$ cat src/rtl/matmul_host_sequencer.sv
// Host-side sequencer for the matrix-multiply core: streams X then Y into the core RAMs,
// starts the core, waits for it to go idle, then streams the Z results out row-major.
module matmul_host_sequencer #(
   parameter int ADDR_WIDTH    = 4,
   parameter int DATA_WIDTH    = 32,
   parameter int X_ROWS        = 2,
   parameter int Y_COLS        = 2,
   parameter int X_COLS_Y_ROWS = 2
) (
   input  logic                  clk,
   input  logic                  rst,
   input  logic                  in_valid,
   output logic                  in_ready,
   input  logic [DATA_WIDTH-1:0] in_data,
   output logic                  out_valid,
   input  logic                  out_ready,
   output logic [DATA_WIDTH-1:0] out_data,
   output logic                  out_last,
   output logic                  seq_busy,
   output logic [ADDR_WIDTH-1:0] mm_addr,
   output logic                  mm_wen,
   output logic [1:0]            mm_sel,
   output logic [DATA_WIDTH-1:0] mm_wdata,
   output logic                  mm_start,
   input  logic                  mm_busy,
   input  logic [DATA_WIDTH-1:0] mm_rdata
);

   localparam int NX = X_ROWS * X_COLS_Y_ROWS;
   localparam int NY = X_COLS_Y_ROWS * Y_COLS;
   localparam int NZ = X_ROWS * Y_COLS;
   localparam logic [ADDR_WIDTH-1:0] C_X_LAST = ADDR_WIDTH'(NX - 1);
   localparam logic [ADDR_WIDTH-1:0] C_Y_LAST = ADDR_WIDTH'(NY - 1);
   localparam logic [ADDR_WIDTH-1:0] C_Z_LAST = ADDR_WIDTH'(NZ - 1);

   if (NX > (1 << ADDR_WIDTH) || NY > (1 << ADDR_WIDTH) || NZ > (1 << ADDR_WIDTH)) begin : g_cfg_check
      $error("matmul_host_sequencer: matrix size exceeds core RAM address range");
   end

   typedef enum logic [3:0] {
      S_LOAD_X, S_LOAD_Y, S_DRAIN, S_START, S_ARM, S_WAIT, S_RD_ISSUE, S_RD_CAPTURE, S_OUT
   } state_t;

   state_t                  r_state;
   state_t                  w_state_next;
   logic [ADDR_WIDTH-1:0]   r_cnt;
   logic [ADDR_WIDTH-1:0]   r_addr;
   logic [1:0]              r_sel;
   logic [DATA_WIDTH-1:0]   r_wdata;
   logic                    r_wen;
   logic [DATA_WIDTH-1:0]   r_out_data;
   logic                    r_out_valid;
   logic                    r_out_last;
   logic                    r_busy;
   logic                    w_in_ready;
   logic                    w_start;
   logic                    w_accept;

   always_ff @(posedge clk or posedge rst) begin
      if (rst) r_state <= S_LOAD_X;
      else     r_state <= w_state_next;
   end

   always_comb begin
      w_state_next = r_state;
      case (r_state)
         S_LOAD_X:     if (w_accept && r_cnt == C_X_LAST) w_state_next = S_LOAD_Y;
         S_LOAD_Y:     if (w_accept && r_cnt == C_Y_LAST) w_state_next = S_DRAIN;
         S_DRAIN:      w_state_next = S_START;
         S_START:      w_state_next = S_ARM;
         S_ARM:        w_state_next = S_WAIT;
         S_WAIT:       if (!mm_busy) w_state_next = S_RD_ISSUE;
         S_RD_ISSUE:   w_state_next = S_RD_CAPTURE;
         S_RD_CAPTURE: w_state_next = S_OUT;
         S_OUT:        if (out_ready) w_state_next = (r_cnt == C_Z_LAST) ? S_LOAD_X : S_RD_ISSUE;
         default:      w_state_next = S_LOAD_X;
      endcase
   end

   always_comb begin
      w_in_ready = (r_state == S_LOAD_X) || (r_state == S_LOAD_Y);
      w_start    = (r_state == S_START);
   end

   assign w_accept = in_valid & w_in_ready;

   // One counter serves all three phases; it is zeroed at every phase boundary.
   always_ff @(posedge clk or posedge rst) begin
      if (rst) begin
         r_cnt       <= '0;
         r_addr      <= '0;
         r_sel       <= 2'd0;
         r_wdata     <= '0;
         r_wen       <= 1'b0;
         r_out_data  <= '0;
         r_out_valid <= 1'b0;
         r_out_last  <= 1'b0;
         r_busy      <= 1'b0;
      end else begin
         r_wen <= w_accept;
         case (r_state)
            S_LOAD_X: if (w_accept) begin
               r_addr  <= r_cnt;
               r_sel   <= 2'd0;
               r_wdata <= in_data;
               r_busy  <= 1'b1;
               r_cnt   <= (r_cnt == C_X_LAST) ? '0 : r_cnt + 1'b1;
            end
            S_LOAD_Y: if (w_accept) begin
               r_addr  <= r_cnt;
               r_sel   <= 2'd1;
               r_wdata <= in_data;
               r_cnt   <= (r_cnt == C_Y_LAST) ? '0 : r_cnt + 1'b1;
            end
            S_WAIT: if (!mm_busy) begin
               r_addr <= r_cnt;
               r_sel  <= 2'd2;
            end
            S_RD_CAPTURE: begin
               r_out_data  <= mm_rdata;
               r_out_valid <= 1'b1;
               r_out_last  <= (r_cnt == C_Z_LAST);
            end
            S_OUT: if (out_ready) begin
               r_out_valid <= 1'b0;
               r_out_last  <= 1'b0;
               if (r_cnt == C_Z_LAST) begin
                  r_cnt  <= '0;
                  r_busy <= 1'b0;
               end else begin
                  r_cnt  <= r_cnt + 1'b1;
                  r_addr <= r_cnt + 1'b1;
               end
            end
            default: ;
         endcase
      end
   end

   assign in_ready  = w_in_ready;
   assign mm_start  = w_start;
   assign out_valid = r_out_valid;
   assign out_data  = r_out_data;
   assign out_last  = r_out_last;
   assign seq_busy  = r_busy;
   assign mm_addr   = r_addr;
   assign mm_sel    = r_sel;
   assign mm_wdata  = r_wdata;
   assign mm_wen    = r_wen;

endmodule

$ cat config.mk
export PLATFORM = sky130hd
export DESIGN_NAME = matmul_host_sequencer
export DESIGN_NICKNAME = d
export VERILOG_FILES = /design/src/rtl/matmul_host_sequencer.sv
export SDC_FILE = /design/constraint.sdc
export NUM_CORES = 1
export LEC_CHECK = 0
export BUFFER_PORTS_ARGS = -buffer_cell sky130_fd_sc_hd__buf_2
export CAP_MARGIN = 5
export CORE_ASPECT_RATIO = 0.7
export CORE_MARGIN = 5
export CORE_UTILIZATION = 30
export DETAILED_ROUTE_END_ITERATION = 10
export HOLD_SLACK_MARGIN = 0.06
export PLACE_DENSITY = 0.67
export SETUP_SLACK_MARGIN = 0.02
export SKIP_CTS_REPAIR_TIMING = 1
export SYNTH_ARGS = -nofsm -noshare
export SYNTH_HDL_FRONTEND = slang
export SYNTH_SLANG_ARGS = --single-unit
$ cat constraint.sdc
create_clock -name clk -period 2.3 [get_ports clk]
set_clock_uncertainty 0.2 [all_clocks]
set_input_delay 0 -clock clk [delete_from_list [all_inputs] [get_ports clk]]
set_output_delay 0 -clock clk [all_outputs]
set_load 0.005 [all_outputs]
==> results of run 1 <==
[layer usage]
metal | GRT usage | routed length, µm
met1 | 0.148 | 3790
met2 | 0.178 | 4180
met3 | 0.0592 | 964
met4 | 0.0414 | 109
met5 | 0 | 0
[cell usage in the layout (no fill, tap or decap), drive strengths merged, types with 2 or more instances in the layout]
cell	synthesis	final
xnor2	2	2
dfrtp	82	82
nor2	6	6
and2b	2	2
mux2	70	70
nor3	3	3
o21ai	8	8
buf	12	154
nand4	3	3
a31oi	2	2
nand2	14	14
a21oi	4	4
nand3	4	4
nor4b	3	3
inv	5	5
xor2	3	3
o31ai	2	2
clkbuf	0	11
clkinv	0	3
dlygate4sd3	0	69
[cells in the mapped netlist (2+ instances only)]
| library cell | instances |
|---|---|
| dfrtp_1 | 82 |
| mux2_2 | 61 |
| nand2_1 | 14 |
| mux2_1 | 9 |
| buf_2 | 7 |
| inv_1 | 5 |
| nor2_1 | 5 |
| nand3_1 | 4 |
| o21ai_0 | 4 |
| a21oi_1 | 3 |
| buf_4 | 3 |
| nor3_1 | 3 |
| o21ai_1 | 3 |
| xor2_1 | 3 |
| a31oi_1 | 2 |
| and2b_1 | 2 |
| buf_6 | 2 |
| nand4_1 | 2 |
| nor4b_4 | 2 |
| o31ai_1 | 2 |
| xnor2_1 | 2 |
[stage by stage]
step	area (µm²)	setup WS (ps)	power [W]	cells	hold WS (ps)
3_5_place_dp	4330	163	0.00279	532	-47.7
4_1_cts	4640	145	0.00432	548	-412
2_1_floorplan	3410	295	0.00240	237	-68.3
5_1_grt	5330	30.1	0.00460	617	201
6_report	5330	143	0.00433	617	134
3_3_place_gp	4330	194	0.00276	532	-60.4
[flip-flops by register name (all words and copies together) (netlist names)]
| name | flops |
|---|---|
| mm_wdata | 32 |
| out_data | 32 |
| mm_addr | 4 |
| r_cnt | 4 |
| r_state | 4 |
| mm_sel | 2 |
| mm_wen | 1 |
| out_last | 1 |
| out_valid | 1 |
| seq_busy | 1 |
[worst paths after layout]
kind                                            start                  endpoint  slack [ps]
worst max register to register   r_cnt[0]$_DFFE_PP0P_    mm_addr[1]$_DFFE_PP0P_         140
worst min-delay path                              rst  out_data[13]$_DFFE_PP0P_         130
worst min register to register  out_valid$_DFFE_PP0P_     out_valid$_DFFE_PP0P_         280
worst max-delay path             r_cnt[0]$_DFFE_PP0P_    mm_addr[1]$_DFFE_PP0P_         140
min in group clk                           in_data[7]   mm_wdata[7]$_DFFE_PP0P_         230
max in group asynchronous                         rst  mm_wdata[25]$_DFFE_PP0P_        1070
[kinds of logic after synthesis]
| family | share of synthesized area |
|---|---|
| and+or+nand+nor | 0.0772 |
| adders and majority gates | 0.00368 |
| AOI/OAI and AO/OA | 0.0397 |
| DFF | 0.603 |
| buffers and inverters | 0.0290 |
| muxes | 0.235 |
| xor gates and xnor gates | 0.0129 |
[cell type report]
| class | instances | area [µm²] | area share |
|---|---|---|---|
| inverters | 5 | 22.5 | 0.00422 |
| flip-flops and latches | 82 | 2050 | 0.385 |
| multi-input cells | 138 | 1250 | 0.235 |
| repair buffers | 223 | 1500 | 0.281 |
| well taps | 153 | 191 | 0.0359 |
| clock inverters | 5 | 61.3 | 0.0115 |
| clock buffers | 11 | 253 | 0.0474 |
[power groups by stage]
stage	registers, W	clock network, W	logic, W
6_report	0.00185	0.00149	0.000995
5_1_grt	0.00188	0.00160	0.00111
4_1_cts	0.00185	0.00155	0.000916
3_5_place_dp	0.00188	0	0.000913
3_3_place_gp	0.00186	0	0.000900
2_1_floorplan	0.00187	0	0.000533
[worst max-delay path, delay by kind of cell (launching register included)]
kind | cells | cell delay [ps]
fa+ha+maj | 1 | 230
simple gates | 1 | 480
flops | 1 | 430
mux | 1 | 340
compound gates | 2 | 350
==> results.cfg, run 1 <==
[synthesis]
yosys.area.top_type = dfrtp_1
seq_area_frac_synth = 0.603
synthTopCellsByArea = dfrtp_1, mux2_2, mux2_1
yosysWarnings = 0
ys_types = 38
synth-main-ff-cell = dfrtp_1
yosys.area.top_type_share = 0.603
ys_ff_latch = 82
async_flop_share = 1.00
synth_edf_count = 0
synth_area_um2 = 3400
syn_nets = 307
synth_cells = 237
syn_area_per_cell_um2 = 14.4

[sta]
tightest_slew_ps = 704
relSlewSlack = 0.530
finalSetupTns_ps = 0
rsz0062_at_grt = no
fmaxAchievable_mhz = 464
setup_violations = 0
finalCritPeriodShare = 0.938
maxSlewViolCount = 0
hold_viol_final = 0
period_minus_slack_ps = 2160

[worst_setup_path]
worstPathArrival_ps = 2170
worst_setup_path_end_kind = flop
slowest_delay_ps = 480
cp_slowest_cell = or3b_1
crit_chain = ha_1 > or3b_1 > o21ai_2 > a32oi_2 > mux2_1
critPathKind = flop to flop
worstPathRequired_ps = 2310
critPathMaxFanout = 6
start_kind = flop
reg2reg_depth = 5

[finish]
drive_above_1_share = 0.515
nets = 529
n_fill_cell = 971
fin_util = 0.482
diodes = 0
area_growth_pct = 56.7

[die]
pin_count = 145
coreArea_um2 = 11100
placementRows = 32
fp.dieArea_um2 = 13600
die_w_um = 137
start_util = 0.308
chipHeight_um = 99.1

[clocking]
clk_pin_slew_ps = 60
cts_tree = yes
cts_root_buffer = clkbuf_16
worstSkewPairLatency_ps = 330
cts_max_level = 3
cts_buffers = 9
cts_max_path_buffers = 2
cts_num_sinks = 82

[global_route]
grt_pass1_wl_um = 12600
grt_max_degree = 53
grt-ovfl-total = 0
track_usage = 0.119
antenna_found_initial = 0
grt_pass1_vias = 2541

[power_and_ir_drop]
p_sw_frac = 0.274
peakVddDrop_mv = 0.368
leakage_nw = 2.50
power.internal_w = 0.00315
clockPowerShare = 0.343
pwr-share-comb = 0.230
pwr_density_cell_nw_per_um2 = 813
seqPwrFrac = 0.427
p_sw_w = 0.00119

[drt]
dr_total_vias = 2710
drc = 0
drt_iter0_markers = 58
wl_per_cell_um = 14.7
drtPass1Iterations = 4
wl_um = 9040
ant_nets = 0
vias_per_cell = 4.39

[place]
hpwl_um = 5740
place_congestion = 0.756
port_buffers = 144

[outcome]
status = completed

[worst_hold_path]
hp-class = primary input to asynchronous set/reset pin

[job]
cap_violations = 0
(Power assumes the default switching activity.)
==> run 2: changes to the inputs <==
--- a/config.mk
+++ b/config.mk
@@ -12,7 +12,7 @@
 export CORE_UTILIZATION = 30
 export DETAILED_ROUTE_END_ITERATION = 10
 export HOLD_SLACK_MARGIN = 0.06
-export PLACE_DENSITY = 0.67
+export PLACE_DENSITY = 0.65
 export SETUP_SLACK_MARGIN = 0.02
 export SKIP_CTS_REPAIR_TIMING = 1
 export SYNTH_ARGS = -nofsm -noshare
==> constraint.sdc (replaced) <==
create_clock -name clk -period 2.4 [get_ports clk]
set_clock_uncertainty 0.2 [all_clocks]
set_input_delay 0 -clock clk [delete_from_list [all_inputs] [get_ports clk]]
set_output_delay 0 -clock clk [all_outputs]
set_load 0.005 [all_outputs]
==> run 2 against run 1 <==
Die area stayed put. Non-clock buffer count is 7 lower. Combinational power is 11% lower. Count of clock-buffer cells in the layout is 1 higher. Via count is 0.59% lower. Sequential share of layout area is 0.43 points higher. First-iteration DRC count is 88% higher. Global-route usage is 0.15 points higher. Core utilization is 0.53 points lower. Fmax is 2.9% lower. Final area is 1.1% lower. Critical endpoint unchanged.
==> results.cfg, run 2 (synthesis gave the netlist of run 1 again) <==
[outcome]
status = completed

[drt]
wl_um = 9020
dr_total_vias = 2694
drc = 0
drtPass1Iterations = 4
ant_nets = 0
drt_iter0_markers = 109
vias_per_cell = 4.42
wl_per_cell_um = 14.8

[sta]
rsz0062_at_grt = no
tightest_slew_ps = 681
finalSetupTns_ps = 0
hold_viol_final = 0
maxSlewViolCount = 0
relSlewSlack = 0.546
period_minus_slack_ps = 2220
finalCritPeriodShare = 0.925
fmaxAchievable_mhz = 450
setup_violations = 0

[worst_setup_path]
reg2reg_depth = 5
slowest_delay_ps = 490
worstPathRequired_ps = 2410
start_kind = flop
critPathMaxFanout = 6
rr_endpoint = mm_addr[1]$_DFFE_PP0P_
reg2reg_slack_ps = 180
critPathKind = flop to flop
crit_chain = ha_1 > or3b_1 > o21ai_2 > a32oi_2 > mux2_1
cp_slowest_cell = or3b_1
r2r-start = r_cnt[0]$_DFFE_PP0P_
worst_setup_path_end_kind = flop
worstPathArrival_ps = 2230

[finish]
nets = 522
n_fill_cell = 966
multi_input_area_um2 = 1250
drive_above_1_share = 0.503
diodes = 0
seq_area_um2 = 2050
final_common_cell = buf_2
layout_common_cells = buf_2, dfrtp_1, dlygate4sd3_1
area_growth_pct = 54.9
fin_cells = 610

[place]
port_buffers = 144
hpwl_um = 5800
place_congestion = 0.767
place_inst = 525

[power_and_ir_drop]
pwr_density_cell_nw_per_um2 = 772
power_w = 0.00407
peakVddDrop_mv = 0.336
leakage_nw = 2.46

[die]
fp.dieArea_um2 = 13600
die_w_um = 137
coreArea_um2 = 11100
placementRows = 32
start_util = 0.308
chipHeight_um = 99.1
pin_count = 145

[job]
cap_violations = 0

[global_route]
grt_pass1_vias = 2572
grt_max_degree = 48
track_usage = 0.120
grt_pass1_wl_um = 12800
grt-ovfl-total = 0
antenna_found_initial = 0

[clocking]
cts_tree = yes
cts_buffers = 9
cts_root_buffer = clkbuf_16
clk_pin_slew_ps = 60
cts_num_sinks = 82
cts_max_level = 3
cts_max_path_buffers = 2
worstSkewPairLatency_ps = 330

[worst_hold_path]
hp-class = primary input to asynchronous set/reset pin
## run 2: final cells by class
cell class	count	area share
Inverter	5	0.00380
Sequential cell	82	0.389
Timing Repair Buffer	216	0.277
Tap cell	153	0.0363
Multi-Input combinational cell	138	0.238
Clock inverter	4	0.00973
Clock buffer	12	0.0467
## run 2: critical path, delay by kind of cell, from the launching register on
kind	cells	cell delay, ps
fa+ha+maj	1	230
flops	1	440
simple gates	1	490
mux	1	370
compound gates	2	370
## run 2: report_power, final
part           switching [W]  leakage (nW)  internal [W]  total (W)
combinational       0.000371          1.35      0.000514   0.000885
clock               0.000530         0.143      0.000835    0.00137
sequential          0.000204         0.961       0.00162    0.00182
## run 2: per-layer routing
metal,vias up,part of all wire,GRT usage
li1,1267,-,-
met3,8,0.11,0.0743
met1,1297,0.40,0.149
met2,122,0.48,0.180
met4,0,0.0096,0.0230
met5,-,0,0
## run 2: through the flow
stage	hold WS [ps]	util	instance area [µm²]	setup WS, ps
after global routing	150	0.477	5270	56.1
after detailed placement	-98.4	0.388	4280	149
after CTS	-457	0.415	4580	145
after global placement	-105	0.388	4280	213
final	86.3	0.477	5270	179
after floorplan	-68.3	-	3400	91.6
## run 2: worst max path at each step
stage | start | endpoint | slack [ps]
floorplan | rst | mm_addr[0]$_DFFE_PP0P_ | 90
global placement | r_cnt[0]$_DFFE_PP0P_ | mm_addr[3]$_DFFE_PP0P_ | 210
detailed placement | r_state[2]$_DFFE_PP0P_ | out_data[3]$_DFFE_PP0P_ | 150
CTS | r_state[2]$_DFFE_PP0P_ | out_data[3]$_DFFE_PP0P_ | 150
global route | r_state[0]$_DFFE_PP0P_ | out_data[3]$_DFFE_PP0P_ | 60
finish | r_cnt[0]$_DFFE_PP0P_ | mm_addr[1]$_DFFE_PP0P_ | 180
